<file path="src/rtl/led_panel_bcm.sv">
// HUB75-style row scanner with binary-code modulation over a ROWS x COLS RGB framebuffer.
// All panel outputs are registered from the next-state values so they track the occupied state.
module led_panel_bcm #(
  parameter int unsigned COLS       = 16,
  parameter int unsigned ROW_BITS   = 2,
  parameter int unsigned DEPTH      = 2,
  parameter int unsigned BASE_TICKS = 8,
  localparam int unsigned COL_BITS  = $clog2(COLS)
) (
  input  logic                         clk,
  input  logic                         rst_n,
  input  logic                         wr_en,
  input  logic [ROW_BITS+COL_BITS-1:0] wr_addr,
  input  logic [3*DEPTH-1:0]           wr_data,
  input  logic                         mode,
  output logic                         red,
  output logic                         green,
  output logic                         blue,
  output logic                         sclk,
  output logic                         latch,
  output logic                         blank,
  output logic [ROW_BITS-1:0]          row_addr,
  output logic                         frame_done
);

  localparam int unsigned ROWS       = 1 << ROW_BITS;
  localparam int unsigned PLANE_BITS = (DEPTH > 1) ? $clog2(DEPTH) : 1;
  localparam int unsigned MAX_SHOW   = BASE_TICKS << (DEPTH - 1);
  localparam int unsigned TICK_BITS  = $clog2(MAX_SHOW + 1);

  // StReset is only occupied while rst_n is low; the first edge after release enters StStart.
  typedef enum logic [2:0] {StReset, StStart, StShift, StBlank, StLatch, StShow} state_e;

  state_e                r_state, w_state_d;
  logic [ROW_BITS-1:0]   r_row, w_row_d;
  logic [PLANE_BITS-1:0] r_plane, w_plane_d;
  logic [COL_BITS-1:0]   r_col, w_col_d;
  logic                  r_phase, w_phase_d;
  logic [TICK_BITS-1:0]  r_tick, w_tick_d;
  logic                  r_tp, w_tp_d;

  logic [3*DEPTH-1:0]    r_fb [ROWS][COLS];

  logic [2:0]            r_rgb, w_rgb_d;
  logic                  r_sclk, r_latch, r_blank, r_frame_done;
  logic [ROW_BITS-1:0]   r_row_addr, w_row_addr_d;

  logic [TICK_BITS-1:0]  w_show_last, w_show_last_d;
  logic [3*DEPTH-1:0]    w_pix;
  logic [DEPTH-1:0]      w_ch_r, w_ch_g, w_ch_b;
  logic [COL_BITS-1:0]   w_wr_col;
  logic [ROW_BITS-1:0]   w_wr_row;

  assign w_wr_col      = wr_addr[COL_BITS-1:0];
  assign w_wr_row      = wr_addr[COL_BITS +: ROW_BITS];
  assign w_show_last   = TICK_BITS'((BASE_TICKS << r_plane) - 1);
  assign w_show_last_d = TICK_BITS'((BASE_TICKS << w_plane_d) - 1);

  always_comb begin
    w_state_d = r_state;
    w_row_d   = r_row;
    w_plane_d = r_plane;
    w_col_d   = r_col;
    w_phase_d = r_phase;
    w_tick_d  = r_tick;
    w_tp_d    = r_tp;
    unique case (r_state)
      StReset: w_state_d = StStart;
      StStart: begin
        w_state_d = StShift;
        w_col_d   = '0;
        w_phase_d = 1'b0;
        w_tp_d    = mode;
      end
      StShift: begin
        if (!r_phase) begin
          w_phase_d = 1'b1;
        end else begin
          w_phase_d = 1'b0;
          if (r_col == COL_BITS'(COLS - 1)) begin
            w_col_d   = '0;
            w_state_d = StBlank;
          end else begin
            w_col_d = r_col + 1'b1;
          end
        end
      end
      StBlank: w_state_d = StLatch;
      StLatch: begin
        w_state_d = StShow;
        w_tick_d  = '0;
      end
      StShow: begin
        if (r_tick == w_show_last) begin
          w_state_d = StShift;
          w_tick_d  = '0;
          if (r_plane == PLANE_BITS'(DEPTH - 1)) begin
            w_plane_d = '0;
            w_row_d   = r_row + 1'b1;
            w_tp_d    = mode;
          end else begin
            w_plane_d = r_plane + 1'b1;
          end
        end else begin
          w_tick_d = r_tick + 1'b1;
        end
      end
      default: w_state_d = StReset;
    endcase
  end

  // Read uses the pre-write framebuffer, so a same-cycle write shows up one plane later.
  always_comb begin
    w_pix = r_fb[w_row_d][w_col_d];
    if (w_tp_d) begin
      w_ch_r = DEPTH'(w_col_d);
      w_ch_g = DEPTH'(w_row_d);
      w_ch_b = '0;
    end else begin
      w_ch_r = w_pix[DEPTH-1:0];
      w_ch_g = w_pix[2*DEPTH-1:DEPTH];
      w_ch_b = w_pix[3*DEPTH-1:2*DEPTH];
    end
    w_rgb_d = '0;
    if (w_state_d == StShift) begin
      if (!w_phase_d) w_rgb_d = {w_ch_b[w_plane_d], w_ch_g[w_plane_d], w_ch_r[w_plane_d]};
      else            w_rgb_d = r_rgb;
    end
    w_row_addr_d = (w_state_d == StLatch) ? w_row_d : r_row_addr;
  end

  always_ff @(posedge clk or negedge rst_n) begin
    if (!rst_n) begin
      r_state <= StReset;
      r_row   <= '0;
      r_plane <= '0;
      r_col   <= '0;
      r_phase <= 1'b0;
      r_tick  <= '0;
      r_tp    <= 1'b0;
    end else begin
      r_state <= w_state_d;
      r_row   <= w_row_d;
      r_plane <= w_plane_d;
      r_col   <= w_col_d;
      r_phase <= w_phase_d;
      r_tick  <= w_tick_d;
      r_tp    <= w_tp_d;
    end
  end

  always_ff @(posedge clk or negedge rst_n) begin
    if (!rst_n) begin
      for (int r = 0; r < int'(ROWS); r++) begin
        for (int c = 0; c < int'(COLS); c++) begin
          r_fb[r][c] <= '0;
        end
      end
    end else if (wr_en && (32'(w_wr_col) < COLS)) begin
      r_fb[w_wr_row][w_wr_col] <= wr_data;
    end
  end

  always_ff @(posedge clk or negedge rst_n) begin
    if (!rst_n) begin
      r_rgb        <= '0;
      r_sclk       <= 1'b0;
      r_latch      <= 1'b0;
      r_blank      <= 1'b1;
      r_row_addr   <= '0;
      r_frame_done <= 1'b0;
    end else begin
      r_rgb        <= w_rgb_d;
      r_sclk       <= (w_state_d == StShift) && w_phase_d;
      r_latch      <= (w_state_d == StLatch);
      r_blank      <= (w_state_d != StShow);
      r_row_addr   <= w_row_addr_d;
      r_frame_done <= (w_state_d == StShow) && (w_tick_d == w_show_last_d) &&
                      (w_plane_d == PLANE_BITS'(DEPTH - 1)) && (&w_row_d);
    end
  end

  assign red        = r_rgb[0];
  assign green      = r_rgb[1];
  assign blue       = r_rgb[2];
  assign sclk       = r_sclk;
  assign latch      = r_latch;
  assign blank      = r_blank;
  assign row_addr   = r_row_addr;
  assign frame_done = r_frame_done;

endmodule

</file>
<file path="config.mk">
export PLATFORM = sky130hd
export DESIGN_NAME = led_panel_bcm
export DESIGN_NICKNAME = d
export VERILOG_FILES = /design/src/rtl/led_panel_bcm.sv
export SDC_FILE = /design/constraint.sdc
export NUM_CORES = 1
export LEC_CHECK = 0
export CAP_MARGIN = 40
export CORE_MARGIN = 1
export CORE_UTILIZATION = 30
export DETAILED_ROUTE_END_ITERATION = 16
export PLACE_DENSITY = 0.52
export SYNTH_ARGS = -nofsm -noshare
export SYNTH_HDL_FRONTEND = slang
export SYNTH_SLANG_ARGS = --single-unit
</file>
<file path="constraint.sdc">
create_clock -name clk -period 4 [get_ports clk]
set_input_delay 0.8 -clock clk [delete_from_list [all_inputs] [get_ports clk]]
set_output_delay 0.8 -clock clk [all_outputs]
set_load 0.05 [all_outputs]
</file>
==> results of run 1 <==
[through the flow]
step | util [%] | worst slack (ns)
floorplan | - | 1.03
global placement | 32.6 | -0.180
detailed placement | 32.7 | 0.371
CTS | 34.8 | 0.323
global route | 34.8 | 0.0196
finish | 34.8 | 0.239
[layer usage]
metal  vias to the layer above  track usage (%)  wire length (um)
met5                         -                0                13
met4                         2             6.45              2170
met3                       136             3.42              4820
met2                       672             30.5             33700
met1                      8751             26.9             31700
li1                       7093                -                 -
[final cells by class]
cell class / count / share of cell area [%]
multi-input cells: 1310 / 44.2
flip-flops and latches: 410 / 40.3
clock buffers: 72 / 5.62
well taps: 959 / 4.70
repair buffers: 125 / 4.57
clock inverters: 13 / 0.422
inverters: 13 / 0.191
[how the worst max path moves through the flow]
stage / startpoint / endpoint / slack [ns] / cells after the start
after floorplan: r_tick[0] / r_rgb[2] / 1.03 / 12
after global placement: r_state[1] / r_rgb[2] / -0.18 / 8
after detailed placement: r_state[1] / r_rgb[2] / 0.37 / 11
after CTS: r_state[1] / r_rgb[2] / 0.32 / 11
after global routing: r_state[1] / r_rgb[2] / 0.02 / 11
final: r_state[1] / r_rgb[2] / 0.24 / 11
[where the power goes]
part           leakage, nW  internal, mW  switching, mW
Clock                0.763          2.53           1.79
Sequential            5.42          4.67          0.384
Combinational         4.85         0.735          0.575
[cell usage in the layout, fill, tap and decap left out, types with 48 or more instances in the layout]
| cell | instances |
|---|---|
| mux4_2 | 86 |
| mux2i_1 | 58 |
| clkbuf_16 | 50 |
| nand3_1 | 69 |
| o21ai_0 | 50 |
| buf_4 | 85 |
| mux2_2 | 408 |
| dfrtp_1 | 407 |
| nor2_1 | 48 |
| nand2_1 | 256 |
[flip-flops by register name, indices dropped and copies added (netlist names), 2 cells and up]
name and flops:
row_addr 2, r_col 4, r_tick 5, r_row 2
r_rgb 3, r_fb 384, r_state 3
[logic make-up after synthesis]
group | after synthesis | synth area share, %
compound gates | 245 | 7.81
xor+xnor | 5 | 0.230
fa+ha+maj | 2 | 0.112
buf+inv | 169 | 3.52
flops | 410 | 46.1
mux | 552 | 31.9
simple gates | 506 | 10.3
==> impl_metrics.py, run 1 <==
metrics = {
    "outcome": {
        "outcome": "finished, violations left",
        "violations": "design-rule violations",
    },
    "floorplanning": {
        "core_sq_mm": 0.0732,
        "num_rows": 99,
        "initial_core_util_pct": 30.4,
        "dieHeight_um": 275,
        "die_area_sq_mm": 0.0754,
        "die_w_um": 275,
        "io-pin-count": 25,
    },
    "global_routing": {
        "grt_usage_pct": 19.4,
        "grt_remaining_overflow": 0,
        "grt_pass1_vias": 16600,
        "antenna_found_initial": 1,
        "grt_pass1_wl_um": 110000,
        "grt_max_degree": 107,
    },
    "route": {
        "routed_via_density": 5.74,
        "routed_wl_um": 72500,
        "drtIter0Drc": 1495,
        "drcViolationCount": 3,
        "antenna_left": 0,
        "dr_total_vias": 16700,
        "wl_per_cell_um": 25.0,
        "drt-pass1-iter-count": 14,
    },
    "timing": {
        "relSlewSlack_pct": 39.1,
        "finClkSkew_ns": 0.0239,
        "fin_tns_setup_ns": 0,
        "tightest_slew_ns": 0.914,
        "whs_ns": 0.286,
        "period_needed_ns": 3.76,
        "setup_viol": 0,
        "drv_slew": 0,
        "fmax_ghz": 0.266,
        "hold_viol_final": 0,
        "rsz0062_at_grt": "no",
        "fin_crit_sh_pct": 94.0,
    },
    "worst_setup_path": {
        "path_buf_inv": 2,
        "r2r-start": "r_state[1]",
        "path_class": "reg -> reg",
        "startpoint_type": "flip-flop",
        "reg2regPathDepth": 11,
        "cp_common_cell": "buf_4",
        "critical_path.max_stage_delay_ns": 0.61,
        "worst_path_max_delay_cell": "dfrtp_1",
        "crit_chain": "nand3b_1 -> or4b_1 -> and3_1 -> buf_4 -> buf_4 -> nor2_1 -> o2111ai_1 -> nand2_1 -> a2111oi_0 -> a32oi_1 -> o211ai_1",
        "cp_data_required_time_ns": 4.45,
        "end_kind": "flip-flop",
        "ff2ff_setup_slack_ns": 0.24,
        "rr_endpoint": "r_rgb[2]",
        "path_delay_family": "simple AND/OR/NAND/NOR gates",
        "crit_arrival_ns": 4.21,
        "crit_fanout": 18,
    },
    "final_layout": {
        "postLayoutCellArea_sq_mm": 0.0255,
        "syn_to_final_growth_pct": 14.5,
        "layout.nets": 1926,
        "fillers": 7138,
        "regArea_sq_mm": 0.0103,
        "num_antenna_cells": 0,
        "drive_gt1_share_pct": 36.1,
        "multi_input_area_sq_mm": 0.0113,
        "layoutNonFillerInstCount": 2902,
    },
    "synth": {
        "async_reset_ff_share_pct": 100,
        "synth_warnings": 0,
        "synth-seq-cells": 410,
        "ys.flop_type": "dfrtp_1",
        "synth_edf_count": 0,
        "synthTopCellsByCount": "dfrtp_1 (409), mux2_2 (408), nand2_1 (256)",
        "synth.avg_cell_area_sq_um": 11.8,
        "ys_types": 75,
        "synth.largest_area_cell": "dfrtp_1",
        "synth_top_cell_area_share_pct": 45.9,
        "synth_nets": 1907,
        "yosysMostFrequentCell": "dfrtp_1",
        "postSynthCellCount": 1889,
        "synth_area_sq_mm": 0.0223,
        "synthTopCellsByArea": "dfrtp_1 (46%), mux2_2 (21%), mux4_2 (8.7%)",
        "seq_area_frac_synth_pct": 46.1,
    },
    "placed_design": {
        "place_inst": 2817,
        "hpwlAfterDp_um": 48900,
        "numPortBuffers": 24,
        "post_dp_cell_area_sq_mm": 0.0240,
        "gp_congestion": 0.886,
    },
    "clock_tree": {
        "cts_max_path_buffers": 3,
        "cts_max_level": 2,
        "cts_resized": 0,
        "cts-root-buf": "clkbuf_16",
        "cts_tree": "built",
        "clock_latency_ns": 0.60,
        "clk_pin_slew_worst_paths_ns": 0.06,
        "cts.sinks": 410,
        "post_cts_buffers": 0,
        "hold_buffers": 0,
        "cts_made_buffers": 48,
    },
    "worst_hold_path": {
        "hold_path_class": "in -> async",
    },
    "power": {
        "ir_drop_v": 0.000276,
        "leakage_nw": 11.0,
        "p_per_area_mw_per_mm2": 419,
        "p_total_mw": 10.7,
    },
    "job": {
        "cap_violations": 0,
    },
}
Power figures use the tool's default switching activity.
==> run 2: changes to the inputs <==
--- a/config.mk
+++ b/config.mk
@@ -10,6 +10,7 @@
 export CORE_UTILIZATION = 30
 export DETAILED_ROUTE_END_ITERATION = 16
 export PLACE_DENSITY = 0.52
+export SETUP_SLACK_MARGIN = 0.1
 export SYNTH_ARGS = -nofsm -noshare
 export SYNTH_HDL_FRONTEND = slang
 export SYNTH_SLANG_ARGS = --single-unit
==> run 2 against run 1 <==
The run still ends with design-rule violations left. Wire length barely moved. First-iteration DRC count is 0.13% higher. Clock skew fell by 0.00082 ns. Maximum frequency increased by 2.4%. Worst hold slack gained 0.0013 ns. Critical path type unchanged. Critical endpoint is now r_rgb[1].
==> impl_metrics.py, run 2 (synthesis gave the netlist of run 1 again) <==
metrics = {
    "power": {
        "p_total_mw": 10.7,
        "ir_drop_v": 0.000275,
        "leakage_nw": 11.0,
        "p_per_area_mw_per_mm2": 419,
        "p_switching_mw": 2.75,
        "seqPwrFrac_pct": 47.3,
        "p_int_mw": 7.94,
        "p_comb_share_pct": 12.3,
        "swShare_pct": 25.7,
        "clockPowerShare_pct": 40.4,
    },
    "final_layout": {
        "multi_input_area_sq_mm": 0.0113,
        "regArea_sq_mm": 0.0103,
        "fillers": 7137,
        "post-route-util_pct": 34.8,
        "final_common_cell": "mux2_2",
        "syn_to_final_growth_pct": 14.5,
        "final_cell_mix": "mux2_2 (408), dfrtp_1 (407), nand2_1 (256)",
        "num_antenna_cells": 0,
        "drive_gt1_share_pct": 36.2,
        "largest_reg_flops": 384,
        "layout.nets": 1926,
        "reg_top3": "r_fb x384, r_tick x5, r_col x4",
        "max_flop_register": "r_fb",
    },
    "global_routing": {
        "grt_remaining_overflow": 0,
        "antenna_found_initial": 1,
        "grt_pass1_vias": 16600,
        "grt_pass1_wl_um": 110000,
        "grt_usage_pct": 19.4,
        "grt_max_degree": 107,
    },
    "worst_setup_path": {
        "r2r-start": "r_tick[0]",
        "path_class": "reg -> reg",
        "rr_endpoint": "r_rgb[1]",
        "ff2ff_setup_slack_ns": 0.33,
        "startpoint": "r_tick[0]",
        "crit_arrival_ns": 4.14,
        "end_kind": "flip-flop",
        "cp_data_required_time_ns": 4.47,
        "crit_fanout": 58,
        "startpoint_type": "flip-flop",
        "crit_path_end": "r_rgb[1]",
        "reg2regPathDepth": 11,
    },
    "timing": {
        "fmax_ghz": 0.272,
        "period_needed_ns": 3.67,
        "setup_viol": 0,
        "tightest_slew_ns": 0.914,
        "setup_ws_ns": 0.328,
        "drv_slew": 0,
        "rsz0062_at_grt": "no",
        "relSlewSlack_pct": 39.1,
        "hold_viol_final": 0,
        "fin_crit_sh_pct": 91.8,
        "finClkSkew_ns": 0.0231,
    },
    "placed_design": {
        "gp_congestion": 0.886,
        "pre_cts_slack_ns": 0.371,
        "numPortBuffers": 24,
        "hpwlAfterDp_um": 48900,
    },
    "clock_tree": {
        "clk_pin_slew_worst_paths_ns": 0.06,
        "cts.sinks": 410,
        "clock_latency_ns": 0.60,
        "cts_made_buffers": 48,
        "cts-root-buf": "clkbuf_16",
        "cts_max_level": 2,
        "cts_tree": "built",
        "cts_max_path_buffers": 3,
        "post_cts_buffers": 0,
    },
    "route": {
        "routed_wl_um": 72400,
        "wl_per_cell_um": 25.0,
        "drt-pass1-iter-count": 14,
        "routed_via_density": 5.74,
        "dr_total_vias": 16700,
        "antenna_left": 0,
        "drcViolationCount": 3,
        "drtIter0Drc": 1497,
    },
    "outcome": {
        "outcome": "finished, violations left",
        "violations": "design-rule violations",
    },
    "floorplanning": {
        "io-pin-count": 25,
        "num_rows": 99,
        "die_area_sq_mm": 0.0754,
        "dieHeight_um": 275,
        "initial_core_util_pct": 30.4,
        "die_w_um": 275,
        "core_sq_mm": 0.0732,
    },
    "worst_hold_path": {
        "hold_path_class": "in -> async",
    },
    "job": {
        "cap_violations": 0,
    },
}
## run 2: cell count changes in the layout (fill, tap and decap cells not counted)
| cell | change |
|---|---|
| nor2_2 | +1 |
| nor2_1 | -1 |
## run 2: area by class of cell
type | count | area share, %
repair buffers | 125 | 4.57
flip-flops and latches | 410 | 40.3
multi-input cells | 1310 | 44.2
inverters | 13 | 0.191
clock buffers | 72 | 5.62
clock inverters | 13 | 0.422
well taps | 959 | 4.70
## run 2: metal layers
metal,routed length (um),vias up,share of wire (%),GRT usage (%)
li1,-,7093,-,-
met4,2170,2,3.0,6.45
met1,31700,8748,44,26.9
met2,33700,675,47,30.5
met5,13,-,0.018,0
met3,4790,134,6.6,3.42
## run 2: repair_timing
item,4_1_cts,5_1_grt
gates resized for setup,0,1
hold buffers,0,0
setup endpoints to repair,0,1
## run 2: critical path, stage by stage, from the launching register on
cell,delay [ns]
dfrtp_1,0.41
ha_1,0.26
and3_1,0.28
nand3_4,0.16
buf_12,0.30
buf_4,0.37
mux4_2,0.54
mux2i_1,0.17
nor3_1,0.07
nor4_1,0.47
o21ai_0,0.19
o22a_1,0.25
## run 2: power groups by stage
stage	sequential, mW	clock [mW]	combinational, mW
floorplan	4.98	0	0.949
global placement	5.08	0	1.27
detailed placement	5.11	0	1.31
CTS	5.04	4.42	1.32
global route	5.12	4.60	1.43
finish	5.06	4.32	1.31
## run 2: how the worst min path moves through the flow
| stage | from | endpoint | slack (ns) | cells past startpoint |
|---|---|---|---|---|
| after floorplan | r_fb[22] | r_fb[22] | 0.47 | 1 |
| after global placement | row_addr[0] | row_addr[0] | 0.47 | 2 |
| after detailed placement | row_addr[1] | row_addr[1] | 0.48 | 2 |
| after CTS | rst_n | r_fb[66] | 0.31 | 1 |
| after global routing | rst_n | r_fb[66] | 0.34 | 1 |
| final | rst_n | r_fb[66] | 0.29 | 1 |
## run 2: stage by stage
step / instance area, sq um / setup TNS, ns / hold slack, ns / cells
5_1_grt: 25500 / 0 / 0.342 / 2902
3_3_place_gp: 23900 / -0.186 / 0.467 / 2813
2_1_floorplan: 22300 / 0 / 0.474 / 1889
3_5_place_dp: 24000 / 0 / 0.478 / 2817
6_report: 25500 / 0 / 0.287 / 2902
4_1_cts: 25500 / 0 / 0.314 / 2902
